--- config.mk ---
export PLATFORM = sky130hd
export DESIGN_NAME = hazard_ctrl_flat
export DESIGN_NICKNAME = d
export VERILOG_FILES = /design/src/rtl/hazard_ctrl_if.sv /design/src/rtl/hazard_ctrl.sv /design/src/flat_wrapper.sv
export SDC_FILE = /design/constraint.sdc
export NUM_CORES = 1
export LEC_CHECK = 0
export CAP_MARGIN = 10
export CORE_MARGIN = 2
export CORE_UTILIZATION = 30
export CTS_BUF_LIST = sky130_fd_sc_hd__clkbuf_8
export CTS_CLUSTER_DIAMETER = 40
export DETAILED_ROUTE_END_ITERATION = 8
export PLACE_DENSITY_LB_ADDON = 0.12
export SLEW_MARGIN = 20
export SYNTH_ARGS = -nofsm -noshare
export SYNTH_HDL_FRONTEND = slang
export SYNTH_SLANG_ARGS = --single-unit
--- constraint.sdc ---
create_clock -name clk -period 1.91 [get_ports clk]
set_input_delay 0.191 -clock clk [delete_from_list [all_inputs] [get_ports clk]]
set_output_delay 0.191 -clock clk [all_outputs]
set_load 0.02 [all_outputs]
--- src/rtl/hazard_ctrl_if.sv ---
// Hazard controller bus: decode-side controls and pipeline status in, stall/flush/forwarding
// controls and performance counters out.
//   master : core pipeline side (drives decode/execute/memory status, receives controls)
//   slave  : hazard_ctrl side
interface hazard_ctrl_if #(
    parameter int unsigned XLEN = 32
);
    logic [XLEN-1:0] i_decode_inst;
    logic            i_decode_valid;
    logic            i_decode_reg_wr_en;
    logic [1:0]      i_decode_wb_sel;
    logic            i_ex_pc_sel;
    logic            i_mem_busy;

    logic            o_fetch_stall;
    logic            o_decode_stall;
    logic            o_fetch_flush;
    logic            o_decode_flush;
    logic [1:0]      o_fwd_a_sel;
    logic [1:0]      o_fwd_b_sel;
    logic [XLEN-1:0] o_stall_cycles;
    logic [XLEN-1:0] o_flush_count;

    modport master (
        output i_decode_inst, i_decode_valid, i_decode_reg_wr_en, i_decode_wb_sel,
        output i_ex_pc_sel, i_mem_busy,
        input  o_fetch_stall, o_decode_stall, o_fetch_flush, o_decode_flush,
        input  o_fwd_a_sel, o_fwd_b_sel, o_stall_cycles, o_flush_count
    );

    modport slave (
        input  i_decode_inst, i_decode_valid, i_decode_reg_wr_en, i_decode_wb_sel,
        input  i_ex_pc_sel, i_mem_busy,
        output o_fetch_stall, o_decode_stall, o_fetch_flush, o_decode_flush,
        output o_fwd_a_sel, o_fwd_b_sel, o_stall_cycles, o_flush_count
    );
endinterface

--- src/rtl/hazard_ctrl.sv ---
// Pipeline hazard and sequencing controller for the 5-stage KLP32 core.
// Tracks a shadow record of the instructions in execute, memory and writeback and derives
// stalls, flushes, bubbles, execute-operand forwarding selects and stall/flush counters.
// Ports:
//   clk   - core clock, all state updates on the rising edge
//   reset - synchronous active-high reset
//   bus   - hazard_ctrl_if slave: decode instruction/controls, redirect and memory-busy in;
//           fetch/decode stall and flush, forwarding selects and counters out
module hazard_ctrl #(
    parameter int unsigned XLEN = 32
) (
    input  logic         clk,
    input  logic         reset,
    hazard_ctrl_if.slave bus
);
    localparam logic [6:0] OpLui    = 7'b0110111;
    localparam logic [6:0] OpAuipc  = 7'b0010111;
    localparam logic [6:0] OpJal    = 7'b1101111;
    localparam logic [6:0] OpReg    = 7'b0110011;
    localparam logic [6:0] OpStore  = 7'b0100011;
    localparam logic [6:0] OpBranch = 7'b1100011;

    typedef struct packed {
        logic       valid;
        logic [4:0] rd;
        logic       wr_en;
        logic       is_load;
        logic [4:0] rs1;
        logic [4:0] rs2;
        logic       use_rs1;
        logic       use_rs2;
    } entry_t;

    entry_t          ex_q, ex_d, mem_q, mem_d, wb_q, wb_d, dec_entry;
    logic [XLEN-1:0] stall_cnt_q, stall_cnt_d, flush_cnt_q, flush_cnt_d;
    logic [6:0]      dec_opcode;
    logic            load_use;

    assign dec_opcode = bus.i_decode_inst[6:0];

    always_comb begin
        dec_entry.valid   = bus.i_decode_valid;
        dec_entry.rd      = bus.i_decode_inst[11:7];
        dec_entry.wr_en   = bus.i_decode_reg_wr_en;
        dec_entry.is_load = (bus.i_decode_wb_sel == 2'b00);
        dec_entry.rs1     = bus.i_decode_inst[19:15];
        dec_entry.rs2     = bus.i_decode_inst[24:20];
        dec_entry.use_rs1 = !((dec_opcode == OpLui) || (dec_opcode == OpAuipc) ||
                              (dec_opcode == OpJal));
        dec_entry.use_rs2 = (dec_opcode == OpReg) || (dec_opcode == OpStore) ||
                            (dec_opcode == OpBranch);
    end

    // Load result is not available until MEM completes, so a consumer in decode must wait.
    assign load_use = ex_q.valid && ex_q.is_load && (ex_q.rd != 5'd0) && bus.i_decode_valid &&
                      ((dec_entry.use_rs1 && (dec_entry.rs1 == ex_q.rd)) ||
                       (dec_entry.use_rs2 && (dec_entry.rs2 == ex_q.rd)));

    always_comb begin
        bus.o_fetch_stall  = 1'b0;
        bus.o_decode_stall = 1'b0;
        bus.o_fetch_flush  = 1'b0;
        bus.o_decode_flush = 1'b0;
        ex_d               = ex_q;
        mem_d              = mem_q;
        wb_d               = wb_q;
        stall_cnt_d        = stall_cnt_q;
        flush_cnt_d        = flush_cnt_q;
        if (bus.i_mem_busy) begin
            // Whole pipeline frozen; a pending redirect waits for the first free cycle.
            bus.o_fetch_stall  = 1'b1;
            bus.o_decode_stall = 1'b1;
            stall_cnt_d        = stall_cnt_q + XLEN'(1);
        end else if (bus.i_ex_pc_sel) begin
            bus.o_fetch_flush  = 1'b1;
            bus.o_decode_flush = 1'b1;
            flush_cnt_d        = flush_cnt_q + XLEN'(1);
            wb_d               = mem_q;
            mem_d              = ex_q;
            ex_d               = '0;
        end else if (load_use) begin
            bus.o_fetch_stall  = 1'b1;
            bus.o_decode_stall = 1'b1;
            bus.o_decode_flush = 1'b1;
            stall_cnt_d        = stall_cnt_q + XLEN'(1);
            wb_d               = mem_q;
            mem_d              = ex_q;
            ex_d               = '0;
        end else begin
            wb_d               = mem_q;
            mem_d              = ex_q;
            ex_d               = dec_entry;
        end
    end

    // Loads in MEM have no data yet, so only WB may forward a load result.
    function automatic logic fwd_hit(entry_t src, logic [4:0] rs, logic use_rs,
                                     logic allow_load);
        return src.valid && src.wr_en && (allow_load || !src.is_load) &&
               (src.rd != 5'd0) && (src.rd == rs) && use_rs;
    endfunction

    always_comb begin
        bus.o_fwd_a_sel = 2'b00;
        bus.o_fwd_b_sel = 2'b00;
        if (ex_q.valid) begin
            if (fwd_hit(mem_q, ex_q.rs1, ex_q.use_rs1, 1'b0)) begin
                bus.o_fwd_a_sel = 2'b01;
            end else if (fwd_hit(wb_q, ex_q.rs1, ex_q.use_rs1, 1'b1)) begin
                bus.o_fwd_a_sel = 2'b10;
            end
            if (fwd_hit(mem_q, ex_q.rs2, ex_q.use_rs2, 1'b0)) begin
                bus.o_fwd_b_sel = 2'b01;
            end else if (fwd_hit(wb_q, ex_q.rs2, ex_q.use_rs2, 1'b1)) begin
                bus.o_fwd_b_sel = 2'b10;
            end
        end
    end

    assign bus.o_stall_cycles = stall_cnt_q;
    assign bus.o_flush_count  = flush_cnt_q;

    always_ff @(posedge clk) begin
        if (reset) begin
            ex_q        <= '0;
            mem_q       <= '0;
            wb_q        <= '0;
            stall_cnt_q <= '0;
            flush_cnt_q <= '0;
        end else begin
            ex_q        <= ex_d;
            mem_q       <= mem_d;
            wb_q        <= wb_d;
            stall_cnt_q <= stall_cnt_d;
            flush_cnt_q <= flush_cnt_d;
        end
    end

    // WB source fields and the funct fields of the instruction are never consulted.
    logic unused_bits;
    assign unused_bits = ^{wb_q, bus.i_decode_inst[XLEN-1:25], bus.i_decode_inst[14:12]};
endmodule

--- src/flat_wrapper.sv ---
// flat-port wrapper written by rule: the top's interface ports become plain ports
module hazard_ctrl_flat 
#(
    parameter int unsigned XLEN = 32
)
  (clk, reset, bus_i_decode_inst, bus_i_decode_valid, bus_i_decode_reg_wr_en, bus_i_decode_wb_sel, bus_i_ex_pc_sel, bus_i_mem_busy, bus_o_fetch_stall, bus_o_decode_stall, bus_o_fetch_flush, bus_o_decode_flush, bus_o_fwd_a_sel, bus_o_fwd_b_sel, bus_o_stall_cycles, bus_o_flush_count);
  hazard_ctrl_if #(.XLEN(XLEN)) bus_i ();
  input  logic clk;
  input  logic reset;
  input wire logic [$bits(bus_i.i_decode_inst)-1:0] bus_i_decode_inst;
  input wire logic [$bits(bus_i.i_decode_valid)-1:0] bus_i_decode_valid;
  input wire logic [$bits(bus_i.i_decode_reg_wr_en)-1:0] bus_i_decode_reg_wr_en;
  input wire logic [$bits(bus_i.i_decode_wb_sel)-1:0] bus_i_decode_wb_sel;
  input wire logic [$bits(bus_i.i_ex_pc_sel)-1:0] bus_i_ex_pc_sel;
  input wire logic [$bits(bus_i.i_mem_busy)-1:0] bus_i_mem_busy;
  output wire logic [$bits(bus_i.o_fetch_stall)-1:0] bus_o_fetch_stall;
  output wire logic [$bits(bus_i.o_decode_stall)-1:0] bus_o_decode_stall;
  output wire logic [$bits(bus_i.o_fetch_flush)-1:0] bus_o_fetch_flush;
  output wire logic [$bits(bus_i.o_decode_flush)-1:0] bus_o_decode_flush;
  output wire logic [$bits(bus_i.o_fwd_a_sel)-1:0] bus_o_fwd_a_sel;
  output wire logic [$bits(bus_i.o_fwd_b_sel)-1:0] bus_o_fwd_b_sel;
  output wire logic [$bits(bus_i.o_stall_cycles)-1:0] bus_o_stall_cycles;
  output wire logic [$bits(bus_i.o_flush_count)-1:0] bus_o_flush_count;
  assign bus_i.i_decode_inst = bus_i_decode_inst;
  assign bus_i.i_decode_valid = bus_i_decode_valid;
  assign bus_i.i_decode_reg_wr_en = bus_i_decode_reg_wr_en;
  assign bus_i.i_decode_wb_sel = bus_i_decode_wb_sel;
  assign bus_i.i_ex_pc_sel = bus_i_ex_pc_sel;
  assign bus_i.i_mem_busy = bus_i_mem_busy;
  assign bus_o_fetch_stall = bus_i.o_fetch_stall;
  assign bus_o_decode_stall = bus_i.o_decode_stall;
  assign bus_o_fetch_flush = bus_i.o_fetch_flush;
  assign bus_o_decode_flush = bus_i.o_decode_flush;
  assign bus_o_fwd_a_sel = bus_i.o_fwd_a_sel;
  assign bus_o_fwd_b_sel = bus_i.o_fwd_b_sel;
  assign bus_o_stall_cycles = bus_i.o_stall_cycles;
  assign bus_o_flush_count = bus_i.o_flush_count;
  hazard_ctrl #(.XLEN(XLEN)) u_core (.clk(clk), .reset(reset), .bus(bus_i));
endmodule
==> flow_metrics.tcl <==
set metrics [dict create \
    synth.most_common_cell "dfxtp_1" \
    finalCriticalPeriod_ns 2.27 \
    path_max_fanout 8 \
    cts.clk_slew.worst_paths_ns 0.09 \
    grt_usage 0.174 \
    syn_nets 599 \
    routed_wl_mm 14.8 \
    crit_buf_inv 2 \
    vias 4858 \
    worstPathRequired_ns 2.19 \
    ir_drop_mv 0.374 \
    dieArea_um2 17000 \
    cp_common_cell "nor3_4" \
    fmax_ghz 0.440 \
    power_density_nw_per_um2 543 \
    cts-hold-fix-buffers 0 \
    num-fill-cells 1549 \
    multi_input_area_um2 2970 \
    grt_overflow 0 \
    area_delta_synth_final_pct 56.2 \
    synth_edf_count 0 \
    rsz0062_at_grt "true" \
    fin_util 0.475 \
    drv_slew 0 \
    hpwl_mm 10.3 \
    antenna_found_initial 0 \
    die_y_um 130 \
    clk_latency_ns 0.38 \
    netlist-cell-type-count 45 \
    cap_violations 0 \
    cp-start-kind "flip-flop" \
    firstDrtPassIters 4 \
    io_buffers 101 \
    tns_ns -10.85 \
    synth_top_area_share 0.413 \
    n_antenna_cell 0 \
    grt_max_degree 61 \
    path_delay_family "simple AND/OR/NAND/NOR gates" \
    fin_worst_skew_ns 0.00848 \
    die_w_um 130 \
    critPathArrivalTime_ns 2.55 \
    syn_avg_cell_area_um2 8.61 \
    worstMarginPinSlew_ns 0.764 \
    relSlewSlack 0.491 \
    whs_ns 0.320 \
    status "complete, but fails checks" \
    vias_per_cell 5.01 \
    finalSetupViolCount 39 \
    crit_chain "or4_4, o21a_1, and4_4, nor3_4, buf_6, buf_12, nor3_4, mux2_4" \
    failed_checks "setup timing" \
    ys_top_cells_by_area "dfxtp_1 41%, nor2_1 6.3%, xor2_1 5.7%" \
    hold_viol 0 \
    cts_buffers 9 \
    synthesis.instances 557 \
    synthFlopType "dfxtp_1" \
    grt_pass1_vias 4720 \
    total_leakage_power_nw 2.85 \
    criticalPathCategory "flip-flop to flip-flop" \
    synthTopCellsByCount "99 x dfxtp_1, 80 x nor2_1, 33 x a21oi_1, 31 x xor2_1" \
    synth_largest_area_cell "dfxtp_1" \
    root_buffer "clkbuf_8" \
    syn_area_um2 4800 \
    place_congestion 0.842 \
    dp_cells 937 \
    cts_tree "built" \
    placementRows 46 \
    start_util 0.304 \
    ys_seq_area_frac 0.413 \
    power.total_mw 4.07 \
    synth_warnings 0 \
    ys_ff_latch 99 \
    crit_path_end_kind "flip-flop" \
    ant_nets 0 \
    hold_class "input port to flip-flop" \
    drt_iter0_drc 212 \
    route.detailed.drc 0 \
    slowest_stage "or4_4" \
    grt_pass1_wl_mm 23.3 \
    synthArstFlopShare 0 \
    setup_slack_ns -0.363 \
    cts_buffer_depth 2 \
    cts_sinks 99 \
    crit_path_max_incr_delay_ns 0.55 \
    coreArea_um2 15800 \
    final-seq-area_um2 2000 \
    routedWlPerCell_um 15.3 \
    fin_nets 792 \
    final_layout_size_suffix_gt1_frac 0.289 \
    num_io_pins 112 \
    stdcell_count 970 \
    fin_crit_sh 1.19 \
    h-tree-depth 3 \
]
## sequential cells by signal, summed over array words and instances (netlist names)
register,cells
u_core.bus.o_stall_cycles,32
u_core.wb_q,7
u_core.bus.o_flush_count,32
u_core.ex_q,20
u_core.mem_q,8
## layout make-up
| type | instances | share of cell area |
|---|---|---|
| Clock buffer | 10 | 0.0184 |
| Clock inverter | 5 | 0.00951 |
| Inverter | 12 | 0.00634 |
| Multi-Input combinational cell | 415 | 0.396 |
| Sequential cell | 99 | 0.267 |
| Tap cell | 216 | 0.0361 |
| Timing Repair Buffer | 213 | 0.267 |
## worst register-to-register path, cell delays in order, from the launching register on
cell     delay (ns)
dfxtp_2        0.33
or4_4          0.55
o21a_1         0.21
and4_4         0.16
nor3_4         0.24
buf_6          0.19
buf_12         0.15
nor3_4         0.05
mux2_4         0.30
## final timing paths
kind                         from                       endpoint  slack (ns)  cells past startpoint
setup / recovery  u_core.ex_q[17]  u_core.bus.o_stall_cycles[29]       -0.36                      8
setup reg to reg  u_core.ex_q[17]  u_core.bus.o_stall_cycles[29]       -0.36                      8
hold reg to reg   u_core.ex_q[13]                u_core.ex_q[13]        0.50                      2
hold / removal     bus_i_mem_busy                u_core.ex_q[14]        0.32                      4
## kinds of logic (layout without fill, tap and decap cells)
| group | after synthesis | in the layout | share of synthesized area |
|---|---|---|---|
| adders and majority gates | 2 | 2 | 0.00521 |
| muxes | 20 | 20 | 0.0433 |
| xor gates and xnor gates | 56 | 56 | 0.102 |
| AOI/OAI and AO/OA | 93 | 93 | 0.124 |
| DFF | 99 | 99 | 0.413 |
| and+or+nand+nor | 244 | 244 | 0.271 |
| buffers and inverters | 43 | 240 | 0.0407 |
## placed cells by master, fill, tap and decap left out, types with 17 or more instances in the layout
cell type / synthesis / layout
dfxtp_1: 99 / 90
nand3_1: 24 / 22
buf_4: 2 / 93
a32oi_1: 19 / 19
mux2i_1: 17 / 17
xnor2_1: 25 / 23
nand2_1: 25 / 23
xor2_1: 31 / 31
clkdlybuf4s50_1: 0 / 91
buf_6: 3 / 21
nand4_1: 19 / 19
nor2_1: 80 / 78
a21oi_1: 33 / 18
## metal layers
metal | wire (um) | GRT usage
met5 | 0 | 0
met4 | 268 | 0.0501
met3 | 645 | 0.0448
met2 | 7590 | 0.307
met1 | 6300 | 0.209
## where the power goes
| group | internal, mW | leakage (nW) | switching (mW) |
|---|---|---|---|
| Clock | 0.754 | 0.116 | 0.726 |
| Sequential | 2.09 | 0.805 | 0.0270 |
| Combinational | 0.247 | 1.93 | 0.230 |
| Total | 3.09 | 2.85 | 0.983 |
## per-stage QoR
| step | worst slack (ns) | cell area, um^2 |
|---|---|---|
| CTS | -0.424 | 7190 |
| global route | -0.461 | 7500 |
| floorplan | -0.188 | 4830 |
| detailed placement | -0.573 | 6690 |
| finish | -0.363 | 7500 |
| global placement | -0.508 | 6690 |
## repair_timing
action | in CTS | in global routing
pin swaps | 28 | 27
gates cloned | 2 | 1
resized for setup | 78 | 68
buffers inserted | 13 | 3
setup endpoints to repair | 40 | 62
No activity file was read; power rests on OpenSTA's default activity.
